$ cat src/rtl/if_fetch_pkg.sv
// rtl/if_fetch_pkg.sv - shared widths, state encoding and byte-merge helper for if_fetch
package if_fetch_pkg;

  localparam int INST_ADDR_W = 32;
  localparam int BYTE_W      = 8;
  localparam int INST_W      = 32;

  localparam logic [INST_W-1:0] ZERO_WORD = '0;

  typedef enum logic {
    ST_FETCH = 1'b0,
    ST_DONE  = 1'b1
  } fetch_state_t;

  // Drop one returned byte into its little-endian lane of the word being assembled.
  function automatic logic [INST_W-1:0] merge_byte(input logic [INST_W-1:0] word,
                                                   input logic [1:0]        idx,
                                                   input logic [BYTE_W-1:0] b);
    logic [INST_W-1:0] r;
    r = word;
    r[8*idx +: 8] = b;
    return r;
  endfunction

endpackage

$ cat src/rtl/if_fetch_icache.sv
// rtl/if_fetch_icache.sv - direct-mapped instruction cache, one 32-bit word per line
// Ports:
//   clk, rst   clock; synchronous active-high reset clears all valid bits
//   pc_word    word address of the PC (pc[31:2]) used for lookup and fill
//   hit        line at pc_word's index is valid and its tag matches
//   hit_line   word stored at pc_word's index
//   fill_en    write fill_line and the tag of pc_word, set the line valid
//   fill_line  assembled instruction to store
module if_fetch_icache
  import if_fetch_pkg::*;
#(
  parameter int unsigned LINES = 64
) (
  input  logic                     clk,
  input  logic                     rst,
  input  logic [INST_ADDR_W-1:2]   pc_word,
  output logic                     hit,
  output logic [INST_W-1:0]        hit_line,
  input  logic                     fill_en,
  input  logic [INST_W-1:0]        fill_line
);

  localparam int IDX_W = $clog2(LINES);
  localparam int TAG_W = INST_ADDR_W - 2 - IDX_W;

  logic [IDX_W-1:0]  idx;
  logic [TAG_W-1:0]  tag;
  logic [INST_W-1:0] data_mem [LINES];
  logic [TAG_W-1:0]  tag_mem  [LINES];
  logic [LINES-1:0]  valid_q;

  assign idx      = pc_word[2 +: IDX_W];
  assign tag      = pc_word[INST_ADDR_W-1 : 2+IDX_W];
  assign hit      = valid_q[idx] && (tag_mem[idx] == tag);
  assign hit_line = data_mem[idx];

  always_ff @(posedge clk) begin
    if (rst) begin
      valid_q <= '0;
    end else if (fill_en) begin
      valid_q[idx] <= 1'b1;
    end
  end

  // Storage needs no reset: a line is never read as a hit until its valid bit is set.
  always_ff @(posedge clk) begin
    if (fill_en) begin
      data_mem[idx] <= fill_line;
      tag_mem[idx]  <= tag;
    end
  end

endmodule

$ cat src/rtl/if_fetch.sv
// rtl/if_fetch.sv - instruction fetch: owns the PC, reads 4 bytes per instruction, presents it to decode
// Optional I-cache: define IF_ICACHE_EN.
// Ports:
//   clk, rst           clock; synchronous active-high reset
//   stall_in           decode not ready, hold the presented instruction
//   mem_busy           memory controller serves the mem stage this cycle; IF address ignored
//   jump_en, jump_addr redirect PC (highest priority after rst)
//   addr_to_memctrl    byte address of the IF read
//   data_from_memctrl  byte read data, one cycle after its address
//   inst_valid         inst/inst_pc valid
//   inst, inst_pc      assembled little-endian instruction and its address
module if_fetch
  import if_fetch_pkg::*;
#(
  parameter logic [INST_ADDR_W-1:0] RESET_PC     = 32'h0,
  parameter int unsigned            ICACHE_LINES = 64
) (
  input  logic                   clk,
  input  logic                   rst,
  input  logic                   stall_in,
  input  logic                   mem_busy,
  input  logic                   jump_en,
  input  logic [INST_ADDR_W-1:0] jump_addr,
  output logic [INST_ADDR_W-1:0] addr_to_memctrl,
  input  logic [BYTE_W-1:0]      data_from_memctrl,
  output logic                   inst_valid,
  output logic [INST_W-1:0]      inst,
  output logic [INST_ADDR_W-1:0] inst_pc
);

  fetch_state_t           state_q, state_d;
  logic [INST_ADDR_W-1:0] pc_q, pc_d;
  logic [2:0]             cnt_q, cnt_d;          // bytes issued, 0..4
  logic                   pend_valid_q, pend_valid_d;
  logic [1:0]             pend_idx_q, pend_idx_d;
  logic [INST_W-1:0]      buf_q, buf_d;
  logic [INST_W-1:0]      inst_q, inst_d;
  logic [INST_ADDR_W-1:0] inst_pc_q, inst_pc_d;
  logic [INST_W-1:0]      captured;

`ifdef IF_ICACHE_EN
  logic              cache_hit;
  logic [INST_W-1:0] cache_line;
  logic              fill_en;

  if_fetch_icache #(
    .LINES(ICACHE_LINES)
  ) u_icache (
    .clk      (clk),
    .rst      (rst),
    .pc_word  (pc_q[INST_ADDR_W-1:2]),
    .hit      (cache_hit),
    .hit_line (cache_line),
    .fill_en  (fill_en),
    .fill_line(captured)
  );
`endif

  always_ff @(posedge clk) begin
    if (rst) begin
      state_q      <= ST_FETCH;
      pc_q         <= RESET_PC;
      cnt_q        <= 3'd0;
      pend_valid_q <= 1'b0;
      pend_idx_q   <= 2'd0;
      buf_q        <= ZERO_WORD;
      inst_q       <= ZERO_WORD;
      inst_pc_q    <= '0;
    end else begin
      state_q      <= state_d;
      pc_q         <= pc_d;
      cnt_q        <= cnt_d;
      pend_valid_q <= pend_valid_d;
      pend_idx_q   <= pend_idx_d;
      buf_q        <= buf_d;
      inst_q       <= inst_d;
      inst_pc_q    <= inst_pc_d;
    end
  end

  always_comb begin
    state_d         = state_q;
    pc_d            = pc_q;
    cnt_d           = cnt_q;
    pend_valid_d    = 1'b0;
    pend_idx_d      = pend_idx_q;
    buf_d           = buf_q;
    inst_d          = inst_q;
    inst_pc_d       = inst_pc_q;
    captured        = merge_byte(buf_q, pend_idx_q, data_from_memctrl);
    addr_to_memctrl = pc_q;
`ifdef IF_ICACHE_EN
    fill_en         = 1'b0;
`endif

    case (state_q)
      ST_FETCH: begin
        addr_to_memctrl = pc_q + {29'd0, cnt_q};
        // Byte addressed last cycle arrives now; the last lane completes the instruction.
        if (pend_valid_q) begin
          buf_d = captured;
          if (pend_idx_q == 2'd3) begin
            inst_d    = captured;
            inst_pc_d = pc_q;
            state_d   = ST_DONE;
`ifdef IF_ICACHE_EN
            fill_en   = 1'b1;
`endif
          end
        end
        // A busy cycle means the controller ignored our address: reissue the same byte.
        if (!cnt_q[2] && !mem_busy) begin
          pend_valid_d = 1'b1;
          pend_idx_d   = cnt_q[1:0];
          cnt_d        = cnt_q + 3'd1;
        end
`ifdef IF_ICACHE_EN
        // Hit on FETCH entry replaces the whole byte sequence.
        if (cnt_q == 3'd0 && cache_hit) begin
          inst_d       = cache_line;
          inst_pc_d    = pc_q;
          state_d      = ST_DONE;
          pend_valid_d = 1'b0;
          cnt_d        = cnt_q;
        end
`endif
      end
      ST_DONE: begin
        if (!stall_in) begin
          pc_d    = pc_q + 32'd4;
          cnt_d   = 3'd0;
          buf_d   = ZERO_WORD;
          state_d = ST_FETCH;
        end
      end
      default: state_d = ST_FETCH;
    endcase

    // Redirect discards everything in flight, including a byte returning next cycle.
    if (jump_en) begin
      pc_d         = jump_addr;
      cnt_d        = 3'd0;
      pend_valid_d = 1'b0;
      buf_d        = ZERO_WORD;
      state_d      = ST_FETCH;
`ifdef IF_ICACHE_EN
      fill_en      = 1'b0;
`endif
    end
  end

  assign inst_valid = (state_q == ST_DONE);
  assign inst       = inst_q;
  assign inst_pc    = inst_pc_q;

endmodule

$ cat config.mk
export PLATFORM = sky130hd
export DESIGN_NAME = if_fetch
export DESIGN_NICKNAME = d
export VERILOG_FILES = /design/src/rtl/if_fetch_pkg.sv /design/src/rtl/if_fetch_icache.sv /design/src/rtl/if_fetch.sv
export SDC_FILE = /design/constraint.sdc
export NUM_CORES = 1
export LEC_CHECK = 0
export BUFFER_PORTS_ARGS = -buffer_cell sky130_fd_sc_hd__buf_2
export CAP_MARGIN = 20
export CELL_PAD_IN_SITES_DETAIL_PLACEMENT = 1
export CELL_PAD_IN_SITES_GLOBAL_PLACEMENT = 1
export CORE_MARGIN = 5
export CORE_UTILIZATION = 42
export DETAILED_ROUTE_END_ITERATION = 12
export GPL_TIMING_DRIVEN = 0
export MAX_ROUTING_LAYER = met4
export PLACE_DENSITY_LB_ADDON = 0.1
export SLEW_MARGIN = 5
export SYNTH_ARGS = -nofsm -noshare
export SYNTH_HDL_FRONTEND = slang
export SYNTH_HIERARCHICAL = 1
export SYNTH_SLANG_ARGS = --single-unit
$ cat constraint.sdc
create_clock -name clk -period 7.36 [get_ports clk]
set_input_delay 1.84 -clock clk [delete_from_list [all_inputs] [get_ports clk]]
set_output_delay 1.84 -clock clk [all_outputs]
set_load 0.005 [all_outputs]
======== Yosys cells after proc, flatten, opt, wreduce, memory -nomap -nowiden ========
Index checks and enable logic that the tools add are counted.
Widths: inputs -> output; s select.
word-level totals
  bits in registers ....................... 135
  bits in latches ......................... 0
  RAM bits ................................ 0
  bits in read-only memories .............. 0
  bits of input ports ..................... 45
  logic and storage cells ................. 47
  memories kept ........................... 0
operators by class
  $add $sub $neg .......................... 4
  multiply operators ...................... 0
  div/mod/pow operators ................... 0
  $lt $le $gt $ge ......................... 0
  eq/ne operators ......................... 5
  shifts and indexed selects .............. 2
  mux-type cells .......................... 16
  bitwise logic cells ..................... 1
  reductions and logical operators ........ 11
operators with widths
  operator                 number
  $mux 32                  6
  $pmux 32 s2              1
  $neg 5->34               1
  $shift 8x34->32 const A  1
  $shiftx 8x34->32         1
  $add 32x3->32            1
  $add 32x3->32 const B    1
  $bwmux 32                1
  $reduce_and 2->1         4
  $mux 3                   2
  $ne 2x2->1 const B       3
  $pmux 3 s2               1
  $mux 1                   4
  $add 3x1->3 const B      1
  $reduce_and 3->1         1
  $reduce_or 3->1          1
  $eq 2x2->1 const B       1
  $logic_not 1->1          2
  $ne 2x1->1 const B       1
  $pmux 1 s2               1
  $reduce_bool 2->1        1
  $reduce_or 2->1          1
  $logic_and 1x1->1        1
  $not 1->1                1

======== Logic depth before layout (Yosys ltp) ========
  depth after elaboration ................. 5
  gate-level depth with buffers ........... 8
  depth with buffers taken out ............ 7

======== Worst setup path before layout ========
No wires, ideal clock.
  kind .................................... reg-to-output
  from .................................... register pc_q[2]
  to ...................................... output addr_to_memctrl[29]
  data arrival time ....................... 2.281 ns
  path slack .............................. 3.239 ns
  stages on the path, launching flop included .. 9
  cells stage by stage .................... dfxtp_1 > ha_1 > nor2_1 > or4_1 > buf_2 > or3_1 > buf_2 > or3_1 > xnor2_1
between the ends
  cells in the longest elaborated chain, start to end .. 2
ends and longest elaborated chain
  item                      RTL line        source
  start: declaration        if_fetch.sv:32  logic [INST_ADDR_W-1:0] pc_q, pc_d;
  start signal: assignment  if_fetch.sv:71  pc_q <= pc_d;
  $add 32x3->32             if_fetch.sv:98  addr_to_memctrl = pc_q + {29'd0, cnt_q};
  $mux 32                   if_fetch.sv:96  case (state_q)
  end: declaration          if_fetch.sv:24  output logic [INST_ADDR_W-1:0] addr_to_memctrl,
Every way passes these cells.

======== Worst setup path in the final report ========
Ends and elaborated chain as after synthesis.

==> results_dict.tcl <==
set metrics [dict create \
    outcome "finished, final reports clean" \
    dpl_worst_slack_ps 2770 \
    crit_path_max_fanout 9 \
    gp_congestion 0.859 \
    drive_above_1_share 0.208 \
    root_buffer "clkbuf_16" \
    setup_slack_ps 2310 \
    timing.rr.start "inst_valid$_SDFF_PP0_" \
    ys_seq_area_frac 0.420 \
    grt_usage 0.256 \
    hp-start "inst_pc[16]$_SDFFE_PP0P_" \
    final_cells 1133 \
    synthArstFlopShare 0 \
    whs_ps 452 \
    port_buffers 140 \
    final.setup_skew_ps 6.42 \
    period_needed_ps 5050 \
    slew_violations 0 \
    grt_pass1_vias 6525 \
    path_buf_inv 3 \
    timing.fmax_ghz 0.198 \
    synth_cells 780 \
    yosysWarnings 6 \
    cts_resized 0 \
    num-nets-final 996 \
    path_common_cell "buf_2" \
    synth_cell_type_count 48 \
    postCtsHoldBufs 0 \
    die_area_sq_mm 0.0169 \
    total_power_mw 1.70 \
    drc 0 \
    rr_worst_depth 7 \
    p_leak_nw 3.11 \
    hold_path.class "reg2reg" \
    firstDrtPassIters 5 \
    dpl.hpwl_mm 15.5 \
    drv_cap 0 \
    synthFlopType "dfxtp_1" \
    syn_area_per_cell_sq_um 7.75 \
    wl_per_cell_microns 18.5 \
    arrival_ps 3210 \
    worst_ir_drop_vdd_mv 0.152 \
    grt_setup_unrepaired "false" \
    synth_area_sq_mm 0.00605 \
    cpPeakStageDelay_ps 500 \
    grt-ovfl-total 0 \
    path_cells "ha_1 -> a211oi_1 -> or4_1 -> buf_2 -> or3_1 -> buf_2 -> or3_1 -> xnor2_1 -> buf_2" \
    dp_cells 1101 \
    antenna_found_initial 0 \
    clkLatencyLatePin_ps 430 \
    vias 6124 \
    cp.depth 9 \
    slowest_stage "or4_1" \
    drt-vias-per-instance 5.41 \
    htreeDepth 4 \
    io_pins 142 \
    areaGrowthSynthToFinish_pct 25.3 \
    cts_setup_buffers 0 \
    worst_setup_path_start_kind "flip-flop" \
    drtIter0Drc 319 \
    antenna_left 0 \
    setup_viol 0 \
    finalWirelength_mm 20.9 \
    synth_edf_count 0 \
    pwr_density_cell_mw_per_mm2 225 \
    worst_slew_pin_slew_ps 966 \
    cp-end-kind "output pin" \
    rows 43 \
    whs_path_depth 2 \
    dieHeight_microns 130 \
    cts_buffers 17 \
    clock_tree.buffer_depth 2 \
    required_ps 5520 \
    final.setup.tns_ps 0 \
    grt_start_max_net_pins 17 \
    grt_pass1_wl_mm 33.1 \
    critical_path_class "reg2out" \
    cts_tree "done" \
    fin_crit_sh 0.686 \
    antenna_cells 0 \
    initial_core_util 0.432 \
    clkTransAtPathRegs_ps 60 \
    die_x_microns 130 \
    clock_sinks 127 \
    max_slew_margin 0.351 \
    yosys_register_bits 127 \
    hold_viol 0 \
    crit_start "pc_q[2]$_SDFFE_PP0P_" \
    path_delay_family "simple AND/OR/NAND/NOR gates" \
    coreArea_sq_mm 0.0140 \
    synth_nets 836 \
]
[cell families (layout without fill, tap and decap cells)]
| logic type | count (synthesis) | after routing | synth area share |
|---|---|---|---|
| multiplexers | 13 | 13 | 0.0219 |
| flip-flops | 127 | 127 | 0.420 |
| adder cells (fa/ha/maj) | 11 | 11 | 0.0240 |
| AND/OR/NAND/NOR | 355 | 355 | 0.263 |
| XOR/XNOR | 52 | 52 | 0.0766 |
| buffers and inverters | 92 | 265 | 0.0625 |
| AO/OA/AOI/OAI | 130 | 130 | 0.131 |
[where the power goes]
part / switching [mW] / internal (mW)
sequential: 0.0105 / 0.700
clock: 0.315 / 0.547
combinational: 0.0808 / 0.0496
[layout make-up]
type | instances | area (sq um)
well taps | 180 | 225
plain buffers | 68 | 288
multi-input cells | 561 | 3130
inverters | 24 | 90.1
fillers | 1822 | 6410
flip-flops and latches | 127 | 2540
clock inverters | 11 | 139
clock buffers | 21 | 460
repair buffers | 141 | 706
[per-stage QoR]
step	instance area, sq um	util
final	7580	0.542
after global placement	6970	0.498
after detailed placement	6980	0.499
after global routing	7580	0.542
after CTS	7580	0.542
after floorplan	6050	-
[synthesized netlist by cell type, drive strengths merged (3+ instances only)]
cell type	count	area, sq um
and4	3	26.3
mux2i	11	110
buf	19	103
nor2	123	462
inv	23	86.3
or3	11	73.8
clkbuf	49	185
a221oi	3	26.3
o21ai	24	120
xor2	26	228
xnor2	26	235
a311oi	4	35.0
nor3	39	205
a21oi	55	275
ha	10	125
nand4	11	81.3
nor4	9	62.6
a211oi	10	75.1
nand2	130	488
nand3	9	45.0
a22o	8	70.1
dfxtp	127	2540
or4	4	30.0
a22oi	24	180
[path summary, 6_finish.rpt]
check / endpoint / slack (ps)
min: inst_pc[16]$_SDFFE_PP0P_ / 450
max reg2reg: inst_pc[31]$_SDFFE_PP0P_ / 4700
max: addr_to_memctrl[29] / 2310
min reg2reg: inst_pc[16]$_SDFFE_PP0P_ / 450
[sequential cells by signal, indices dropped and copies added (netlist names)]
name          cells
pc_q             32
pend_valid_q      1
inst_pc          32
pend_idx_q        2
inst             32
cnt_q             3
buf_q            24
inst_valid        1
[tightest hold or removal path: stages (launching register included)]
cell,delay [ps]
dfxtp_1,300
nand2_1,50
a21oi_1,50
[routing by layer]
metal  vias to the layer above  wire length, microns  global-route usage
met5                         -                     0                   -
met4                         0                   428              0.0837
met3                        31                  1020              0.0463
met2                       176                 11000               0.461
met1                      2978                  8480               0.286
li1                       2939                     -                   -
[placed cells by master, fill, tap and decap left out, types with 3 or more instances in the layout]
master and n:
clkbuf_16 17, a22o_1 8, buf_2 151, a221oi_1 3, nand2_1 130, a211oi_1 10, or3_1 10, a22oi_1 24
a21oi_1 55, nor3_1 37, inv_1 23, dfxtp_1 127, nor2_1 123, xor2_1 26, xnor2_1 25, buf_4 3
clkbuf_1 50, mux2i_1 11, a311oi_1 4, o21ai_0 24, nor4_1 8, buf_1 5, or4_1 4, nand3_1 9
bufinv_16 3, clkinv_2 5, ha_1 10, nand4_1 9, and4_1 3
Note: power is estimated with default switching activity, not from simulation.
